===== src/rtl/alu_pkg.sv =====
// Shared ALU definitions: control-field encodings common to every ALU slice
// and the default datapath width.
package alu_pkg;

  localparam int ALU_WIDTH = 32;

  typedef enum logic [2:0] {
    ALU_NOP = 3'b000,
    ALU_ADD = 3'b001,
    ALU_SUB = 3'b010,
    ALU_AND = 3'b011,
    ALU_OR  = 3'b100,
    ALU_XOR = 3'b101,
    ALU_SLT = 3'b110,
    ALU_SLL = 3'b111
  } alu_op_e;

endpackage : alu_pkg


===== src/rtl/alu_adder_flags.sv =====
// Combinational WIDTH-bit adder producing the wrapped sum, the unsigned
// carry out of the sign bit and two's-complement signed overflow.
module alu_adder_flags
  import alu_pkg::*;
#(
  parameter int WIDTH = ALU_WIDTH
) (
  input  logic [WIDTH-1:0] a,
  input  logic [WIDTH-1:0] b,
  output logic [WIDTH-1:0] sum,
  output logic             carry,
  output logic             overflow
);

  // Overflow only when both operands share a sign the sum does not.
  always_comb begin
    {carry, sum} = {1'b0, a} + {1'b0, b};
    overflow     = (a[WIDTH-1] == b[WIDTH-1]) && (sum[WIDTH-1] != a[WIDTH-1]);
  end

endmodule : alu_adder_flags


===== src/rtl/alu_add_logic_unit.sv =====
// Registered ADD/AND/OR slice of the execute-stage ALU; result and status
// flags are flopped once so they feed the EX/MEM boundary directly.
module alu_add_logic_unit
  import alu_pkg::*;
#(
  parameter int WIDTH = ALU_WIDTH
) (
  input  logic             clk,
  input  logic             rst_n,
  input  logic             in_valid,
  input  logic [2:0]       control,
  input  logic [WIDTH-1:0] busA,
  input  logic [WIDTH-1:0] busB,
  output logic             out_valid,
  output logic [WIDTH-1:0] busOut,
  output logic             zero,
  output logic             overflow,
  output logic             carryout,
  output logic             negative
);

  logic [WIDTH-1:0] add_sum_s;
  logic             add_carry_s;
  logic             add_ovf_s;

  logic [WIDTH-1:0] result_s;
  logic             res_ovf_s;
  logic             res_carry_s;

  logic [WIDTH-1:0] busout_d,   busout_q;
  logic             zero_d,     zero_q;
  logic             overflow_d, overflow_q;
  logic             carryout_d, carryout_q;
  logic             negative_d, negative_q;
  logic             out_valid_d, out_valid_q;

  alu_adder_flags #(
    .WIDTH(WIDTH)
  ) u_adder (
    .a       (busA),
    .b       (busB),
    .sum     (add_sum_s),
    .carry   (add_carry_s),
    .overflow(add_ovf_s)
  );

  // Opcode mux; codes owned by other ALU slices collapse to a clean NOP.
  always_comb begin
    result_s    = '0;
    res_ovf_s   = 1'b0;
    res_carry_s = 1'b0;
    case (alu_op_e'(control))
      ALU_ADD: begin
        result_s    = add_sum_s;
        res_ovf_s   = add_ovf_s;
        res_carry_s = add_carry_s;
      end
      ALU_AND: result_s = busA & busB;
      ALU_OR:  result_s = busA | busB;
      default: begin
        result_s    = '0;
        res_ovf_s   = 1'b0;
        res_carry_s = 1'b0;
      end
    endcase
  end

  // Next-state: capture on in_valid, otherwise hold result and flags.
  always_comb begin
    busout_d    = busout_q;
    zero_d      = zero_q;
    overflow_d  = overflow_q;
    carryout_d  = carryout_q;
    negative_d  = negative_q;
    out_valid_d = 1'b0;
    if (in_valid) begin
      busout_d    = result_s;
      zero_d      = (result_s == {WIDTH{1'b0}});
      overflow_d  = res_ovf_s;
      carryout_d  = res_carry_s;
      negative_d  = result_s[WIDTH-1];
      out_valid_d = 1'b1;
    end else begin
      out_valid_d = 1'b0;
    end
  end

  // Output register; reset presents a zero result with zero flag set.
  always_ff @(posedge clk or negedge rst_n) begin
    if (!rst_n) begin
      busout_q    <= '0;
      zero_q      <= 1'b1;
      overflow_q  <= 1'b0;
      carryout_q  <= 1'b0;
      negative_q  <= 1'b0;
      out_valid_q <= 1'b0;
    end else begin
      busout_q    <= busout_d;
      zero_q      <= zero_d;
      overflow_q  <= overflow_d;
      carryout_q  <= carryout_d;
      negative_q  <= negative_d;
      out_valid_q <= out_valid_d;
    end
  end

  assign busOut    = busout_q;
  assign zero      = zero_q;
  assign overflow  = overflow_q;
  assign carryout  = carryout_q;
  assign negative  = negative_q;
  assign out_valid = out_valid_q;

endmodule : alu_add_logic_unit


===== config.mk =====
export PLATFORM = sky130hd
export DESIGN_NAME = alu_add_logic_unit
export DESIGN_NICKNAME = d
export VERILOG_FILES = /design/src/rtl/alu_pkg.sv /design/src/rtl/alu_adder_flags.sv /design/src/rtl/alu_add_logic_unit.sv
export SDC_FILE = /design/constraint.sdc
export NUM_CORES = 1
export LEC_CHECK = 0
export BUFFER_PORTS_ARGS = -buffer_cell sky130_fd_sc_hd__buf_2
export CORE_UTILIZATION = 51
export CTS_BUF_LIST = sky130_fd_sc_hd__clkbuf_8
export DETAILED_ROUTE_END_ITERATION = 6
export PLACE_DENSITY = 0.82
export SLEW_MARGIN = 20
export SYNTH_ARGS = -nofsm -noshare
export SYNTH_HDL_FRONTEND = slang
export SYNTH_SLANG_ARGS = --single-unit

===== constraint.sdc =====
create_clock -name clk -period 2.22 [get_ports clk]
set_clock_uncertainty 0.2 [all_clocks]
set_input_delay 0.222 -clock clk [delete_from_list [all_inputs] [get_ports clk]]
set_output_delay 0.222 -clock clk [all_outputs]
set_load 0.005 [all_outputs]

==> flow_summary.toml, run 1 <==
[status]
status = "aborted with a tool error"
flow.stopped_at = "5_1_grt"
error = "[ERROR GRT-0232] Routing congestion too high. Check the congestion heatmap in the GUI."

[placed_design]
dp_slack_ns = -1.08
dp.cells = 940
gp_congestion = 0.991
io_buffers = 106
hpwl_microns = 13000

[sta]
endpoint_type = "register input"
grt-worst-endpoint = "zero$_DFFE_PN1P_/D"

[yosys]
synthCells = 576
yosysWarnings = 0
avgSynthCellArea_sq_um = 7.60
yosysMostFrequentCell = "nor2_1"
syn-cell-area_sq_mm = 0.00438
synth.largest_area_cell = "dfrtp_1"
async_reset_ff_frac = 1.00
ys_top_cells_by_area = "dfrtp_1 (20%), ha_1 (18%), a21oi_1 (7.8%)"
synth.top_cells.by_count = "nor2_1 (75), inv_1 (72), a21oi_1 (68), ha_1 (64), dfrtp_1 (35)"
yosys.area.top_type_share = 0.200
synth_edf_count = 0
synth_ff_type = "dfrtp_1"
synth_nets = 711
ys_seq_elements = 36
yosysUniqueCellTypes = 64
yosysSeqAreaShare = 0.206

[grt]
grtUsageTotal = 0.721
grt.overflow.total = 7
grt_antenna_before_repair = 1
grt_max_degree = 68

[die]
chipHeight_microns = 94.7
start_util = 0.530
rows = 33
top_level_ports = 107
die_x_microns = 94.7

[clock_network]
clockRootBuffer = "clkbuf_8"
cts_buffer_depth = 2
htreeDepth = 2
cts_buffers = 5
clock-sinks = 36
-- kinds of logic after synthesis --
kind of cell,synth area share
compound gates,0.269
simple gates,0.190
buf+inv,0.0883
fa+ha+maj,0.187
flops,0.206
xor+xnor,0.0420
mux,0.0169
-- stage by stage --
stage / hold slack [ns] / cell area (sq um)
after floorplan: -0.274 / 4680
after global placement: 0.159 / 6580
after detailed placement: 0.182 / 6580
after CTS: 0.0516 / 7260
-- routing by layer --
layer | GRT overflow | GRT usage
met1 | 0 | 0.742
met2 | 4 | 0.875
met3 | 1 | 0.581
met4 | 2 | 0.669
met5 | 0 | 0.220
-- what timing repair did --
action | in CTS
pin swaps | 53
hold endpoints to repair | 35
endpoints found under the setup margin | 25
gates resized for setup | 94
hold buffers | 1
setup buffers | 17
==> run 2: changes to the inputs <==
- CORE_UTILIZATION: 51 -> 36
- CTS_BUF_LIST: sky130_fd_sc_hd__clkbuf_8 -> not set
- PLACE_DENSITY: 0.82 -> not set
- PLACE_DENSITY_LB_ADDON: not set -> 0.15
==> run 2 against run 1 <==
  * The flow now finishes, with violations (design-rule violations, negative setup slack)
  * Synthesized cell count did not move
  * Area after synthesis did not move
==> flow_summary.toml, run 2 <==
[status]
status = "finished with violations"
violations = "design-rule violations, negative setup slack"

[worst_setup_path]
start_kind = "primary input"
crit_fanout = 3
cp-end-kind = "flip-flop"
path_class = "primary input to flip-flop"
required_ns = 2.23
crit_arrival_ns = 2.95

[final_layout]
final_cell_mix = "buf_4 (174), buf_2 (97), nor2_1 (71), inv_1 (55), a21oi_1 (45)"
final-seq-area_sq_um = 902
diodes = 0
final_nets = 985
largest_register_ffs = 32
syn2layout_area_growth_pct = 67.9
multi_input_area_sq_mm = 0.00372
design_area_sq_mm = 0.00735
fillers = 1069
final_common_cell = "buf_4"
drive_gt1_frac = 0.508

[routing]
vias = 5255
antenna_left = 0
drtIter0Drc = 294
first_pass_iters = 7
wirelength_microns = 15600
drc = 9
wl_per_cell_microns = 15.7
vias_per_cell = 5.29

[die]
top_level_ports = 107
rows = 39
core_sq_mm = 0.0116
chipHeight_microns = 112
die_x_microns = 112
die-area_sq_mm = 0.0126
start_util = 0.377

[grt]
grtUsageTotal = 0.247
grt_antenna_before_repair = 0
grt_pass1_wl_microns = 25000
grt.overflow.total = 0
grt_pass1_vias = 5170
grt_max_degree = 68

[placed_design]
io_buffers = 106
hpwl_microns = 12400
placed_cell_area_sq_mm = 0.00658
gp_congestion = 0.945

[sta]
drv_slew = 0
finalHoldViolations = 0
period_needed_ns = 2.94
setup_viol = 19
post-route-period-util = 1.32
rsz0062_at_grt = "yes"
relSlewSlack = 0.399
clock.fmax_ghz = 0.340
tightest_slew_ns = 0.901
fin_ws_ns = -0.719

[clock_network]
clk_latency_ns = 0.28
clockRootBuffer = "clkbuf_16"
cts_tree = "done"
clock-sinks = 36
clkTransAtPathRegs_ns = 0.07
cts_buffer_depth = 2
cts_buffers = 5
htreeDepth = 2

[yosys]
yosysMostFrequentCell = "nor2_1"
synth_top_family_by_area = "compound AO/OA/AOI/OAI gates"
yosysWarnings = 0
yosys.area.top_type_share = 0.200
yosys.area_share.simple = 0.190
synth_compound_area_frac = 0.269
synth.largest_area_cell = "dfrtp_1"
yosysUniqueCellTypes = 64
synthMuxAreaShare = 0.0169
async_reset_ff_frac = 1.00
synth_xor_area_frac = 0.0420
synth.top_cells.by_count = "nor2_1 (75), inv_1 (72), a21oi_1 (68), ha_1 (64), dfrtp_1 (35)"
synth_ff_type = "dfrtp_1"
synth_edf_count = 0
yosysSeqAreaShare = 0.206
synthCells = 576
ys_top_cells_by_area = "dfrtp_1 (20%), ha_1 (18%), a21oi_1 (7.8%)"
synth_fa_ha_area_frac = 0.187
syn-cell-area_sq_mm = 0.00438
synth_nets = 711
avgSynthCellArea_sq_um = 7.60
ys_seq_elements = 36

[power_and_ir_drop]
pwr_density_cell_mw_per_mm2 = 439
p_total_mw = 3.23
p_leak_nw = 3.66
irDropWorstVdd_mv = 0.267

[run]
cap_violations = 0

[min_path]
hp-class = "primary input to flip-flop"
## run 2: cell counts after synthesis
Identical to the previous run, type by type.
## run 2: final timing paths
check                                 from          to  slack (ns)  cells after the start
worst max-delay path               busA[0]        zero       -0.72                     14
worst min-delay path              busA[31]    overflow        0.06                      3
worst max register to register    carryout    carryout        1.25                      1
worst min register to register  busOut[12]  busOut[12]        0.30                      1
max in group asynchronous            rst_n  busOut[13]        0.86                      2
min in group asynchronous            rst_n  busOut[21]        0.40                      2
## run 2: kinds of logic after synthesis
kind of cell               Yosys count
xor gates and xnor gates            21
muxes                                7
buffers and inverters               98
DFF                                 36
adders and majority gates           65
and+or+nand+nor                    174
AOI/OAI and AO/OA                  175
## run 2: cell type report
| type | instances | area share |
|---|---|---|
| Sequential cell | 36 | 0.123 |
| Inverter | 72 | 0.0426 |
| Multi-Input combinational cell | 442 | 0.506 |
| Clock buffer | 5 | 0.0170 |
| Clock inverter | 3 | 0.00579 |
| Tap cell | 143 | 0.0243 |
| Timing Repair Buffer | 293 | 0.281 |
## run 2: power by group
group | total, mW | switching [mW] | internal (mW)
clock network | 0.832 | 0.303 | 0.528
registers | 0.757 | 0.0343 | 0.722
logic | 1.64 | 0.803 | 0.838
## run 2: critical path, cell delays in order
cell	delay (ns)
buf_8	0.08
ha_4	0.13
inv_2	0.04
fa_2	0.35
nand2b_4	0.16
a21oi_4	0.20
o22ai_2	0.15
o31ai_4	0.26
xnor2_1	0.19
o221ai_2	0.16
a2111oi_2	0.23
nand4_1	0.20
or4_4	0.44
o21ai_1	0.14
## run 2: repair_timing
item	4_1_cts	5_1_grt
endpoints found under the hold margin	35	0
cloned	0	0
pin swaps	15	51
gates resized for setup	27	78
setup endpoints to repair	26	27
setup buffers	6	12
hold buffers	1	0
## run 2: per-layer routing
layer  up-vias  track usage  part of all wire
li1       2562            -                 -
met4         0       0.0658             0.017
met3        29       0.0275             0.060
met1      2497        0.330              0.44
met5         -            0                 0
met2       167        0.422              0.48
## run 2: metrics by stage
stage          TNS, ns  worst slack (ns)  utilization  hold WS, ns  std cells
6_report         -4.57            -0.719        0.633       0.0592        994
5_1_grt          -6.66            -0.809        0.633       0.0890        994
4_1_cts          -5.34            -0.772        0.597       0.0551        987
3_5_place_dp    -15.27             -1.12        0.566        0.202        973
3_3_place_gp    -13.37             -1.09        0.566        0.175        973
2_1_floorplan    -1.43            -0.665            -       -0.274        576
Note: power is estimated with default switching activity, not from simulation.
